### src/rtl/i2s_rx16_pkg.sv
// -----------------------------------------------------------------------------
// i2s_pkg : shared definitions for the i2s_rx16 slave receiver.
//   state_t     - receiver FSM states (IDLE / SHIFT / PAD)
//   CH_LEFT     - channel tag for LCRK = 0
//   CH_RIGHT    - channel tag for LCRK = 1
//   DEF_DATA_W  - default audio word width
// -----------------------------------------------------------------------------
package i2s_pkg;

  typedef enum logic [1:0] {
    IDLE  = 2'd0,
    SHIFT = 2'd1,
    PAD   = 2'd2
  } state_t;

  localparam logic CH_LEFT  = 1'b0;
  localparam logic CH_RIGHT = 1'b1;

  localparam int DEF_DATA_W = 16;

endpackage

### src/rtl/i2s_rx16_if.sv
// -----------------------------------------------------------------------------
// i2s_rx16_if : parallel word output bus of the I2S receiver.
//   data_out    - received word (master -> slave)
//   data_right  - channel of data_out, 1 = right (master -> slave)
//   data_valid  - data_out/data_right hold a word (master -> slave)
//   data_ready  - consumer takes the word on valid & ready (slave -> master)
//   overrun     - sticky: an unaccepted word was overwritten (master -> slave)
//   overrun_clr - synchronous clear of overrun (slave -> master)
// -----------------------------------------------------------------------------
interface i2s_rx16_if
  import i2s_pkg::*;
#(
  parameter int DATA_W = DEF_DATA_W
) ();

  logic [DATA_W-1:0] data_out;
  logic              data_right;
  logic              data_valid;
  logic              data_ready;
  logic              overrun;
  logic              overrun_clr;

  modport master (
    output data_out,
    output data_right,
    output data_valid,
    output overrun,
    input  data_ready,
    input  overrun_clr
  );

  modport slave (
    input  data_out,
    input  data_right,
    input  data_valid,
    input  overrun,
    output data_ready,
    output overrun_clr
  );

endinterface

### src/rtl/i2s_sync_edge.sv
// -----------------------------------------------------------------------------
// i2s_sync_edge : multi-flop synchronizer for one asynchronous input, with an
// optional registered rising-edge strobe.
//   clk    - system clock
//   rst    - asynchronous active-high reset
//   i_d    - asynchronous input
//   o_q    - synchronized level
//   o_rise - one-cycle strobe after a 0->1 transition of o_q (0 if EDGE_EN=0)
// -----------------------------------------------------------------------------
module i2s_sync_edge #(
  parameter int SYNC_STAGES = 2,
  parameter bit EDGE_EN     = 1'b0
) (
  input  logic clk,
  input  logic rst,
  input  logic i_d,
  output logic o_q,
  output logic o_rise
);

  logic [SYNC_STAGES-1:0] r_sync;

  always_ff @(posedge clk or posedge rst) begin
    if (rst) begin
      r_sync <= '0;
    end else begin
      r_sync <= {r_sync[SYNC_STAGES-2:0], i_d};
    end
  end

  assign o_q = r_sync[SYNC_STAGES-1];

  generate
    if (EDGE_EN) begin : g_edge
      logic r_prev;
      logic r_rise;

      // The strobe is registered so that downstream logic sees it a fixed
      // SYNC_STAGES+1 edges after the input was first sampled.
      always_ff @(posedge clk or posedge rst) begin
        if (rst) begin
          r_prev <= 1'b0;
          r_rise <= 1'b0;
        end else begin
          r_prev <= o_q;
          r_rise <= o_q & ~r_prev;
        end
      end

      assign o_rise = r_rise;
    end else begin : g_level
      assign o_rise = 1'b0;
    end
  endgenerate

endmodule

### src/rtl/i2s_rx16.sv
// -----------------------------------------------------------------------------
// i2s_rx16 : slave-mode I2S receiver, one parallel word per half-frame.
//   CLK       - system clock (at least 6x BSCK)
//   RST       - asynchronous active-high reset
//   BSCK      - serial bit clock (async)
//   LCRK      - word select (async), 0 = left, 1 = right
//   RXD       - serial data (async), changes on BSCK falling edge
//   bus       - i2s_rx16_if.master: data_out/data_right/data_valid/overrun out,
//               data_ready/overrun_clr in
//   frame_err - only with I2S_RX_FRAME_ERR_EN defined: one-CLK pulse on a
//               short half-frame or bit-counter saturation
// Build option: I2S_RX_FRAME_ERR_EN adds frame_err.
// -----------------------------------------------------------------------------
module i2s_rx16
  import i2s_pkg::*;
#(
  parameter int DATA_W      = DEF_DATA_W,
  parameter int CNT_W       = 6,
  parameter int SYNC_STAGES = 2
) (
  input  logic       CLK,
  input  logic       RST,
  input  logic       BSCK,
  input  logic       LCRK,
  input  logic       RXD,
  i2s_rx16_if.master bus
`ifdef I2S_RX_FRAME_ERR_EN
  ,
  output logic       frame_err
`endif
);

  localparam logic [CNT_W-1:0] CNT_FULL = CNT_W'(DATA_W);
  localparam logic [CNT_W-1:0] CNT_MAX  = '1;

  // Synchronized inputs
  logic w_bs_rise;
  logic w_bsck_lvl_unused;
  logic w_lcrk_s;
  logic w_lcrk_rise_unused;
  logic w_rxd_s;
  logic w_rxd_rise_unused;

  i2s_sync_edge #(.SYNC_STAGES(SYNC_STAGES), .EDGE_EN(1'b1)) u_sync_bsck (
    .clk    (CLK),
    .rst    (RST),
    .i_d    (BSCK),
    .o_q    (w_bsck_lvl_unused),
    .o_rise (w_bs_rise)
  );

  i2s_sync_edge #(.SYNC_STAGES(SYNC_STAGES), .EDGE_EN(1'b0)) u_sync_lcrk (
    .clk    (CLK),
    .rst    (RST),
    .i_d    (LCRK),
    .o_q    (w_lcrk_s),
    .o_rise (w_lcrk_rise_unused)
  );

  i2s_sync_edge #(.SYNC_STAGES(SYNC_STAGES), .EDGE_EN(1'b0)) u_sync_rxd (
    .clk    (CLK),
    .rst    (RST),
    .i_d    (RXD),
    .o_q    (w_rxd_s),
    .o_rise (w_rxd_rise_unused)
  );

  // LCRK history. r_lr_seen keeps the very first sample after reset from
  // being taken as a transition, so a partial half-frame is never captured.
  logic r_lr_prev;
  logic r_lr_seen;
  logic w_lr_edge;

  assign w_lr_edge = w_bs_rise & r_lr_seen & (w_lcrk_s != r_lr_prev);

  always_ff @(posedge CLK or posedge RST) begin
    if (RST) begin
      r_lr_prev <= 1'b0;
      r_lr_seen <= 1'b0;
    end else if (w_bs_rise) begin
      r_lr_prev <= w_lcrk_s;
      r_lr_seen <= 1'b1;
    end
  end

  // FSM and serial datapath. The shift register holds DATA_W-1 bits: the last
  // bit of a word goes straight into the output register with the others.
  state_t            r_state;
  state_t            w_state_next;
  logic [CNT_W-1:0]  r_cnt;
  logic [CNT_W-1:0]  w_cnt_next;
  logic [CNT_W-1:0]  w_cnt_inc;
  logic [DATA_W-2:0] r_shift;
  logic [DATA_W-2:0] w_shift_next;
  logic [DATA_W-1:0] w_shift_in;
  logic              r_chan;
  logic              w_chan_next;
  logic              w_word_done;
`ifdef I2S_RX_FRAME_ERR_EN
  logic              w_short;
  logic              w_sat;
`endif

  assign w_shift_in = {r_shift, w_rxd_s};
  assign w_cnt_inc  = r_cnt + CNT_W'(1);

  always_ff @(posedge CLK or posedge RST) begin
    if (RST) begin
      r_state <= IDLE;
      r_cnt   <= '0;
      r_shift <= '0;
      r_chan  <= CH_LEFT;
    end else begin
      r_state <= w_state_next;
      r_cnt   <= w_cnt_next;
      r_shift <= w_shift_next;
      r_chan  <= w_chan_next;
    end
  end

  always_comb begin
    w_state_next = r_state;
    w_cnt_next   = r_cnt;
    w_shift_next = r_shift;
    w_chan_next  = r_chan;
    w_word_done  = 1'b0;
`ifdef I2S_RX_FRAME_ERR_EN
    w_short      = 1'b0;
    w_sat        = 1'b0;
`endif
    if (w_bs_rise) begin
      if (w_lr_edge) begin
        // This rise is the one-bit delay slot of the new half-frame; any
        // partial word still in SHIFT is dropped.
`ifdef I2S_RX_FRAME_ERR_EN
        w_short      = (r_state == SHIFT);
`endif
        w_state_next = SHIFT;
        w_cnt_next   = '0;
        w_shift_next = '0;
        w_chan_next  = w_lcrk_s ? CH_RIGHT : CH_LEFT;
      end else begin
        case (r_state)
          IDLE: begin
            w_state_next = IDLE;
          end
          SHIFT: begin
            w_shift_next = w_shift_in[DATA_W-2:0];
            w_cnt_next   = w_cnt_inc;
            if (w_cnt_inc == CNT_FULL) begin
              w_word_done  = 1'b1;
              w_state_next = PAD;
            end
          end
          PAD: begin
            if (r_cnt != CNT_MAX) begin
              w_cnt_next = w_cnt_inc;
`ifdef I2S_RX_FRAME_ERR_EN
              if (w_cnt_inc == CNT_MAX) begin
                w_sat        = 1'b1;
                w_state_next = IDLE;
              end
`endif
            end
          end
          default: begin
            w_state_next = IDLE;
          end
        endcase
      end
    end
  end

  // Output register and handshake
  logic [DATA_W-1:0] r_data;
  logic              r_right;
  logic              r_valid;
  logic              r_overrun;

  always_ff @(posedge CLK or posedge RST) begin
    if (RST) begin
      r_data    <= '0;
      r_right   <= CH_LEFT;
      r_valid   <= 1'b0;
      r_overrun <= 1'b0;
    end else begin
      if (w_word_done) begin
        r_data  <= w_shift_in;
        r_right <= r_chan;
        r_valid <= 1'b1;
      end else if (r_valid && bus.data_ready) begin
        r_valid <= 1'b0;
      end
      // Setting wins over a simultaneous clear.
      if (w_word_done && r_valid && !bus.data_ready) begin
        r_overrun <= 1'b1;
      end else if (bus.overrun_clr) begin
        r_overrun <= 1'b0;
      end
    end
  end

  assign bus.data_out   = r_data;
  assign bus.data_right = r_right;
  assign bus.data_valid = r_valid;
  assign bus.overrun    = r_overrun;

`ifdef I2S_RX_FRAME_ERR_EN
  logic r_frame_err;

  always_ff @(posedge CLK or posedge RST) begin
    if (RST) begin
      r_frame_err <= 1'b0;
    end else begin
      r_frame_err <= w_short | w_sat;
    end
  end

  assign frame_err = r_frame_err;
`endif

endmodule

### src/flat_wrapper.sv
// flat-port wrapper written by rule: the top's interface ports become plain ports
module i2s_rx16_flat import i2s_pkg::*;
#(
  parameter int DATA_W      = DEF_DATA_W,
  parameter int CNT_W       = 6,
  parameter int SYNC_STAGES = 2
)
  (CLK, RST, BSCK, LCRK, RXD, bus_data_out, bus_data_right, bus_data_valid, bus_overrun, bus_data_ready, bus_overrun_clr);
  i2s_rx16_if #(.DATA_W(DATA_W)) bus_i ();
  input  logic CLK;
  input  logic RST;
  input  logic BSCK;
  input  logic LCRK;
  input  logic RXD;
  output wire logic [$bits(bus_i.data_out)-1:0] bus_data_out;
  output wire logic [$bits(bus_i.data_right)-1:0] bus_data_right;
  output wire logic [$bits(bus_i.data_valid)-1:0] bus_data_valid;
  output wire logic [$bits(bus_i.overrun)-1:0] bus_overrun;
  input wire logic [$bits(bus_i.data_ready)-1:0] bus_data_ready;
  input wire logic [$bits(bus_i.overrun_clr)-1:0] bus_overrun_clr;
  assign bus_data_out = bus_i.data_out;
  assign bus_data_right = bus_i.data_right;
  assign bus_data_valid = bus_i.data_valid;
  assign bus_overrun = bus_i.overrun;
  assign bus_i.data_ready = bus_data_ready;
  assign bus_i.overrun_clr = bus_overrun_clr;
  i2s_rx16 #(.DATA_W(DATA_W), .CNT_W(CNT_W), .SYNC_STAGES(SYNC_STAGES)) u_core (.CLK(CLK), .RST(RST), .BSCK(BSCK), .LCRK(LCRK), .RXD(RXD), .bus(bus_i));
endmodule
### config.mk
export PLATFORM = sky130hd
export DESIGN_NAME = i2s_rx16_flat
export DESIGN_NICKNAME = d
export VERILOG_FILES = /design/src/rtl/i2s_rx16_pkg.sv /design/src/rtl/i2s_rx16_if.sv /design/src/rtl/i2s_sync_edge.sv /design/src/rtl/i2s_rx16.sv /design/src/flat_wrapper.sv
export SDC_FILE = /design/constraint.sdc
export NUM_CORES = 1
export LEC_CHECK = 0
export CAP_MARGIN = 25
export CORE_MARGIN = 10
export CORE_UTILIZATION = 55
export DETAILED_ROUTE_END_ITERATION = 16
export DONT_BUFFER_PORTS = 1
export PLACE_DENSITY = 0.73
export SETUP_SLACK_MARGIN = 0.15
export SLEW_MARGIN = 5
export SYNTH_ARGS = -nofsm -noshare
export SYNTH_HDL_FRONTEND = slang
export SYNTH_SLANG_ARGS = --single-unit
### constraint.sdc
create_clock -name CLK -period 1.8 [get_ports CLK]
set_input_delay 0.09 -clock CLK [delete_from_list [all_inputs] [get_ports CLK]]
set_output_delay 0.09 -clock CLK [all_outputs]
set_load 0.03 [all_outputs]
==> results of run 1 <==
-- cells in the final DEF, fill, tap and decap left out, drive strengths merged, types with 2 or more instances in the layout --
| cell type | count |
|---|---|
| dfrtp | 53 |
| buf | 21 |
| mux2 | 17 |
| a22o | 15 |
| clkbuf | 8 |
| nor2 | 7 |
| inv | 7 |
| xor2 | 6 |
| dlygate4sd3 | 6 |
| nand3 | 4 |
| nand2 | 4 |
| ha | 4 |
| o21ai | 4 |
| and3 | 3 |
| a21oi | 3 |
| o211ai | 2 |
| a21o | 2 |
| nor2b | 2 |
| a31oi | 2 |
| o22ai | 2 |
-- sequential cells by signal, summed over array words and instances (netlist names) --
signal,count
u_core.u_sync_bsck.r_sync,2
u_core.r_lr_seen,1
u_core.r_cnt,6
u_core.r_shift,15
u_core.bus.overrun,1
u_core.bus.data_valid,1
u_core.r_state,2
u_core.u_sync_bsck.g_edge.r_prev,1
u_core.bus.data_out,16
u_core.r_lr_prev,1
u_core.r_chan,1
u_core.u_sync_rxd.r_sync,2
u_core.bus.data_right,1
u_core.u_sync_bsck.o_rise,1
u_core.u_sync_lcrk.r_sync,2
-- through the flow --
| step | area (µm²) | total power, mW | worst slack [ns] | instances |
|---|---|---|---|---|
| after floorplan | 2190 | 1.66 | -0.0829 | 156 |
| after global placement | 2360 | 1.82 | -0.0595 | 214 |
| after detailed placement | 2360 | 1.86 | -0.135 | 214 |
| after CTS | 2550 | 2.66 | -0.123 | 229 |
| after global routing | 2720 | 2.88 | -0.196 | 235 |
| final | 2720 | 2.75 | -0.139 | 235 |
-- synthesized netlist by cell type --
cell type and count:
a21o_1 2, a21oi_1 2, a21oi_2 1, a22o_1 15, a311oi_1 1, a31oi_1 2
a32o_1 1, and2_1 1, and3_1 3, and3b_1 1, buf_12 1, buf_6 1
clkbuf_1 4, dfrtp_1 53, ha_1 4, inv_1 7, mux2_2 9, mux2_4 8
mux2i_1 1, nand2_1 4, nand2b_1 1, nand3_1 4, nand3b_1 1, nor2_1 7
nor2b_1 2, nor4b_2 1, o2111ai_1 1, o211ai_1 2, o21ai_0 4, o22ai_1 2
o311ai_0 1, o41a_1 1, or2_2 1, xnor2_1 1, xor2_1 6
-- how the worst min path moves through the flow --
stage,slack (ns),from,cells after the start,to
floorplan,0.12,BSCK,0,u_core.u_sync_bsck.r_sync[0]$_DFF_PP0_
global placement,0.08,RST,1,u_core.u_sync_rxd.r_sync[0]$_DFF_PP0_
detailed placement,0.09,RST,1,u_core.u_sync_rxd.r_sync[1]$_DFF_PP0_
CTS,0.32,RXD,1,u_core.u_sync_rxd.r_sync[0]$_DFF_PP0_
global route,0.34,RXD,1,u_core.u_sync_rxd.r_sync[0]$_DFF_PP0_
finish,0.32,RST,2,u_core.r_shift[0]$_DFFE_PP0P_
-- report_power, final --
group / internal (mW) / total (mW) / switching [mW]
Clock: 0.418 / 0.799 / 0.381
Sequential: 1.28 / 1.41 / 0.125
Combinational: 0.262 / 0.542 / 0.281
Total: 1.96 / 2.75 / 0.787
-- logic make-up (layout without fill, tap and decap cells) --
logic type	after synthesis	in the layout	synth area share, %
buffers and inverters	13	44	3.36
and+or+nand+nor	26	26	6.61
xor gates and xnor gates	7	7	2.84
AOI/OAI and AO/OA	35	35	12.6
adders and majority gates	4	4	2.32
muxes	18	18	10.7
DFF	53	53	61.5
-- layout make-up --
| class | count | area share [%] |
|---|---|---|
| clock inverter | 2 | 1.43 |
| timing repair buffer | 29 | 11.2 |
| multi-input combinational | 90 | 32.6 |
| clock buffer | 6 | 2.67 |
| tap | 48 | 2.21 |
| sequential | 53 | 49.0 |
| inverter | 7 | 0.967 |
-- what timing repair did --
action                                  in CTS  in global routing
hold buffers                                 6                  0
pin swaps                                    0                  3
endpoints found under the setup margin      33                 27
endpoints found under the hold margin       35                  0
setup buffers                                1                  3
gates cloned                                 0                  3
gates resized for setup                      5                 22
-- layer usage --
| layer | vias up | share of wire (%) | global-route usage (%) |
|---|---|---|---|
| li1 | 624 | - | - |
| met1 | 740 | 40 | 15.2 |
| met2 | 36 | 52 | 21.4 |
| met3 | 7 | 6.8 | 5.62 |
| met4 | 0 | 1.0 | 4.68 |
| met5 | - | 0 | 0 |
==> impl_metrics.py, run 1 <==
metrics = {
    "route": {
        "routed_wl_um": 4760,
        "drtPass1Iterations": 5,
        "wire_per_inst_um": 20.2,
        "dr.first_iter.drc_count": 98,
        "vias": 1407,
        "ant_nets": 0,
        "viasPerCell": 5.99,
        "drc": 0,
    },
    "final_layout": {
        "nFillCells": 228,
        "area_growth_pct": 25.9,
        "layout-drive-gt1-share_pct": 35.8,
        "diodes": 0,
        "multi_input_area_um2": 885,
        "fin_nets": 197,
        "fin_util_pct": 73.1,
        "regArea_mm2": 0.00133,
    },
    "sta": {
        "hold_viol": 0,
        "slew_headroom_pct": 56.9,
        "min_period_over_period_pct": 108,
        "holdWs_ns": 0.323,
        "setup-violations-final": 18,
        "clock_skew_ns": 0.0106,
        "tns_ns": -1.98,
        "rsz0062_at_grt": "yes",
        "period_minus_slack_ns": 1.94,
        "final.setup.worst_slack_ns": -0.139,
        "drv_slew": 0,
        "fmax_mhz": 516,
        "tightest_slew_ns": 0.646,
    },
    "setup_path": {
        "critPathTopFamily": "buffers and inverters",
        "setup.worst_path.end": "u_core.bus.data_out[13]$_DFFE_PP0P_",
        "cpMaxStageDelayCell": "dfrtp_1",
        "rr_endpoint": "u_core.bus.data_out[13]$_DFFE_PP0P_",
        "worstPathArrival_ns": 2.13,
        "critPathKind": "reg -> reg",
        "path_buf_inv": 3,
        "rrSetupSlack_ns": -0.14,
        "cp.depth": 8,
        "end_kind": "flop",
        "required_ns": 1.99,
        "cp-startpoint": "u_core.r_state[1]$_DFFE_PP0P_",
        "cpPeakStageDelay_ns": 0.42,
        "reg2regPathDepth": 8,
        "worstPathMaxFanout": 5,
        "timing.rr.start": "u_core.r_state[1]$_DFFE_PP0P_",
        "cp_cell_sequence": "inv_1, ha_1, nand2_1, a21oi_2, nor4b_4, buf_6, clkbuf_16, mux2_4",
        "start_kind": "flop",
    },
    "clock_tree": {
        "cts_sinks": 53,
        "cts-root-buf": "clkbuf_8",
        "clkLatencyLatePin_ns": 0.31,
        "cts_htree_levels": 2,
        "cts_buffer_depth": 2,
        "cts_buffers": 5,
        "cts_tree": "done",
        "path_clk_slew_ns": 0.09,
    },
    "logic_synthesis": {
        "ys.warnings.count": 0,
        "yosysSeqAreaShare_pct": 61.5,
        "synth_nets": 167,
        "avgSynthCellArea_um2": 13.8,
        "synth_top_area_cell": "dfrtp_1",
        "syn_inst": 156,
        "ys_ff_latch": 53,
        "syn_area_mm2": 0.00216,
        "ys_top_cells_by_area": "dfrtp_1 (61%), a22o_1 (6.1%), mux2_4 (5.6%), mux2_2 (4.7%), xor2_1 (2.4%)",
        "synth_top_cell_area_share_pct": 61.5,
        "synthDistinctLibCells": 35,
    },
    "global_routing": {
        "overflow": 0,
        "grt_max_degree": 32,
        "grt_pass1_wl_um": 6850,
        "grt_usage_pct": 13.1,
        "grt_pass1_vias": 1423,
        "antenna_found_initial": 0,
    },
    "pwr": {
        "vdd_drop_max_mv": 0.727,
        "p_leak_nw": 1.28,
        "powerDensity_mw_per_mm2": 1010,
    },
    "placed_design": {
        "portBuffers": 0,
        "routabilityCongestion": 0.901,
        "hpwlAfterDp_um": 2870,
    },
    "floorplan": {
        "die_h_um": 82.6,
        "core_area_mm2": 0.00372,
        "die_w_um": 82.6,
        "start_util_pct": 58.0,
        "floorplan.io_pins": 26,
        "rows": 22,
        "dieArea_mm2": 0.00683,
    },
    "status": {
        "violations": "negative setup slack",
        "status": "complete, but fails checks",
    },
    "run": {
        "drv_cap": 0,
    },
    "min_path": {
        "min_path_type": "in -> async",
    },
}
No activity file was read; power rests on OpenSTA's default activity.
==> run 2, diff against run 1 <==
--- a/config.mk
+++ b/config.mk
@@ -10,6 +10,7 @@
 export CORE_UTILIZATION = 55
 export DETAILED_ROUTE_END_ITERATION = 16
 export DONT_BUFFER_PORTS = 1
+export GPL_TIMING_DRIVEN = 0
 export PLACE_DENSITY = 0.73
 export SETUP_SLACK_MARGIN = 0.15
 export SLEW_MARGIN = 5
==> run 2 against run 1 <==
Net effect:
- the run still ends with negative setup slack left
- cell area decreased by 2.6%
- hold slack got worse by 0.088 ns
- sequential power about the same
- non-clock buffer count decreased by 7
- sequential share of layout area increased by 1.3 points
- count of clock-buffer cells in the layout decreased by 1
- power decreased by 1.8%
- routed wire length decreased by 11%
- final cell count decreased by 3.0%
- fmax increased by 1.7%
- highest routed layer unchanged
==> impl_metrics.py, run 2 (synthesis results as in run 1) <==
metrics = {
    "status": {
        "status": "complete, but fails checks",
        "violations": "negative setup slack",
    },
    "setup_path": {
        "cpMaxStageDelayCell": "dfrtp_2",
        "rr_endpoint": "u_core.bus.data_out[5]$_DFFE_PP0P_",
        "end_kind": "flop",
        "cpPeakStageDelay_ns": 0.44,
        "rrSetupSlack_ns": -0.11,
        "required_ns": 1.99,
        "critPathKind": "reg -> reg",
        "worstPathMaxFanout": 9,
        "worstPathArrival_ns": 2.10,
        "reg2regPathDepth": 7,
        "timing.rr.start": "u_core.r_cnt[1]$_DFFE_PP0P_",
        "start_kind": "flop",
        "cp_cell_sequence": "ha_4, and3b_2, o22ai_4, nor4b_4, buf_6, buf_12, mux2_4",
    },
    "clock_tree": {
        "cts_buffer_depth": 2,
        "path_clk_slew_ns": 0.10,
        "cts_htree_levels": 2,
        "cts_tree": "done",
        "cts_sinks": 53,
        "cts_buffers": 5,
        "clkLatencyLatePin_ns": 0.30,
        "cts-root-buf": "clkbuf_8",
    },
    "global_routing": {
        "grt_pass1_vias": 1450,
        "grt_usage_pct": 13.1,
        "overflow": 0,
        "grt_max_degree": 35,
        "antenna_found_initial": 0,
        "grt_pass1_wl_um": 6980,
    },
    "route": {
        "dr.first_iter.drc_count": 66,
        "routed_wl_um": 4210,
        "drtPass1Iterations": 4,
        "ant_nets": 0,
        "wire_per_inst_um": 18.5,
        "vias": 1315,
        "viasPerCell": 5.77,
        "drc": 0,
    },
    "sta": {
        "slew_headroom_pct": 71.9,
        "clock_skew_ns": 0.00739,
        "tightest_slew_ns": 0.421,
        "drv_slew": 0,
        "hold_viol": 0,
        "fmax_mhz": 524,
        "rsz0062_at_grt": "yes",
        "min_period_over_period_pct": 106,
        "final.setup.worst_slack_ns": -0.107,
        "period_minus_slack_ns": 1.91,
        "setup-violations-final": 18,
    },
    "final_layout": {
        "multi_input_area_um2": 900,
        "fin_nets": 190,
        "regArea_mm2": 0.00133,
        "largest_reg_flops": 16,
        "fin_util_pct": 71.2,
        "final_cell_mix": "dfrtp_1 (49), mux2_4 (16), a22o_1 (15), buf_4 (10), nor2_1 (7)",
        "area_growth_pct": 22.7,
        "nFillCells": 239,
        "layout_commonest_cell": "dfrtp_1",
        "diodes": 0,
        "layout-drive-gt1-share_pct": 34.4,
    },
    "floorplan": {
        "rows": 22,
        "dieArea_mm2": 0.00683,
        "start_util_pct": 58.0,
        "floorplan.io_pins": 26,
        "die_w_um": 82.6,
        "die_h_um": 82.6,
        "core_area_mm2": 0.00372,
    },
    "run": {
        "drv_cap": 0,
    },
    "pwr": {
        "powerDensity_mw_per_mm2": 1020,
        "p_leak_nw": 1.23,
        "vdd_drop_max_mv": 0.533,
    },
    "min_path": {
        "min_path_type": "in -> async",
    },
    "placed_design": {
        "hpwlAfterDp_um": 2750,
        "dp_slack_ns": -0.340,
        "portBuffers": 0,
        "routabilityCongestion": 0.805,
    },
}
-- run 2: through the flow --
stage	area [µm²]	hold WS, ns	TNS (ns)	cells	total power, mW
after global routing	2650	0.254	-2.57	228	2.83
after CTS	2580	0.252	-1.82	224	2.63
after detailed placement	2270	0.00781	-4.77	205	1.77
after global placement	2250	0.122	-3.32	204	1.72
final	2650	0.235	-1.58	228	2.70
after floorplan	2190	0.121	-0.663	156	1.66
-- run 2: timing repair --
item | CTS | global route
gates resized for setup | 22 | 12
hold buffers | 6 | 0
endpoints found under the hold margin | 24 | 0
pin swaps | 1 | 4
setup buffers | 6 | 4
endpoints found under the setup margin | 31 | 31
-- run 2: power by group --
part / internal, mW / total, mW / switching, mW / leakage [nW]
registers: 1.28 / 1.41 / 0.131 / 0.700
clock network: 0.417 / 0.795 / 0.378 / 0.0585
logic: 0.234 / 0.492 / 0.258 / 0.474
-- run 2: area by class of cell --
class                   instances  share of cell area [%]
flip-flops and latches         53                    50.3
plain buffers                   5                    1.84
clock inverters                 3                    1.65
well taps                      48                    2.27
repair buffers                 17                    6.34
inverters                       7                   0.993
clock buffers                   5                    2.60
multi-input cells              90                    34.0
-- run 2: metal layers --
metal / wire [µm] / global-route usage [%]
met5: 0 / 0
met4: 39 / 3.51
met3: 252 / 4.86
met2: 2210 / 22.9
met1: 1710 / 14.6
-- run 2: how the worst max path moves through the flow --
stage / from / to / slack (ns) / cells past startpoint
finish: u_core.r_cnt[1]$_DFFE_PP0P_ / u_core.bus.data_out[5]$_DFFE_PP0P_ / -0.11 / 7
CTS: u_core.r_cnt[1]$_DFFE_PP0P_ / u_core.bus.data_out[5]$_DFFE_PP0P_ / -0.12 / 7
floorplan: u_core.r_cnt[0]$_DFFE_PP0P_ / u_core.bus.data_out[0]$_DFFE_PP0P_ / -0.08 / 7
global route: u_core.r_cnt[1]$_DFFE_PP0P_ / u_core.bus.data_out[5]$_DFFE_PP0P_ / -0.16 / 7
detailed placement: u_core.r_state[1]$_DFFE_PP0P_ / u_core.bus.data_out[5]$_DFFE_PP0P_ / -0.34 / 8
global placement: u_core.r_state[1]$_DFFE_PP0P_ / u_core.bus.data_out[3]$_DFFE_PP0P_ / -0.24 / 8
-- run 2: worst max-delay path, delay by kind of cell, from the launching register on --
family                     cells  cell delay (ns)
muxes                          1             0.31
adders and majority gates      1             0.18
and+or+nand+nor                2             0.47
buffers and inverters          2             0.31
AOI/OAI and AO/OA              1             0.08
DFF                            1             0.44
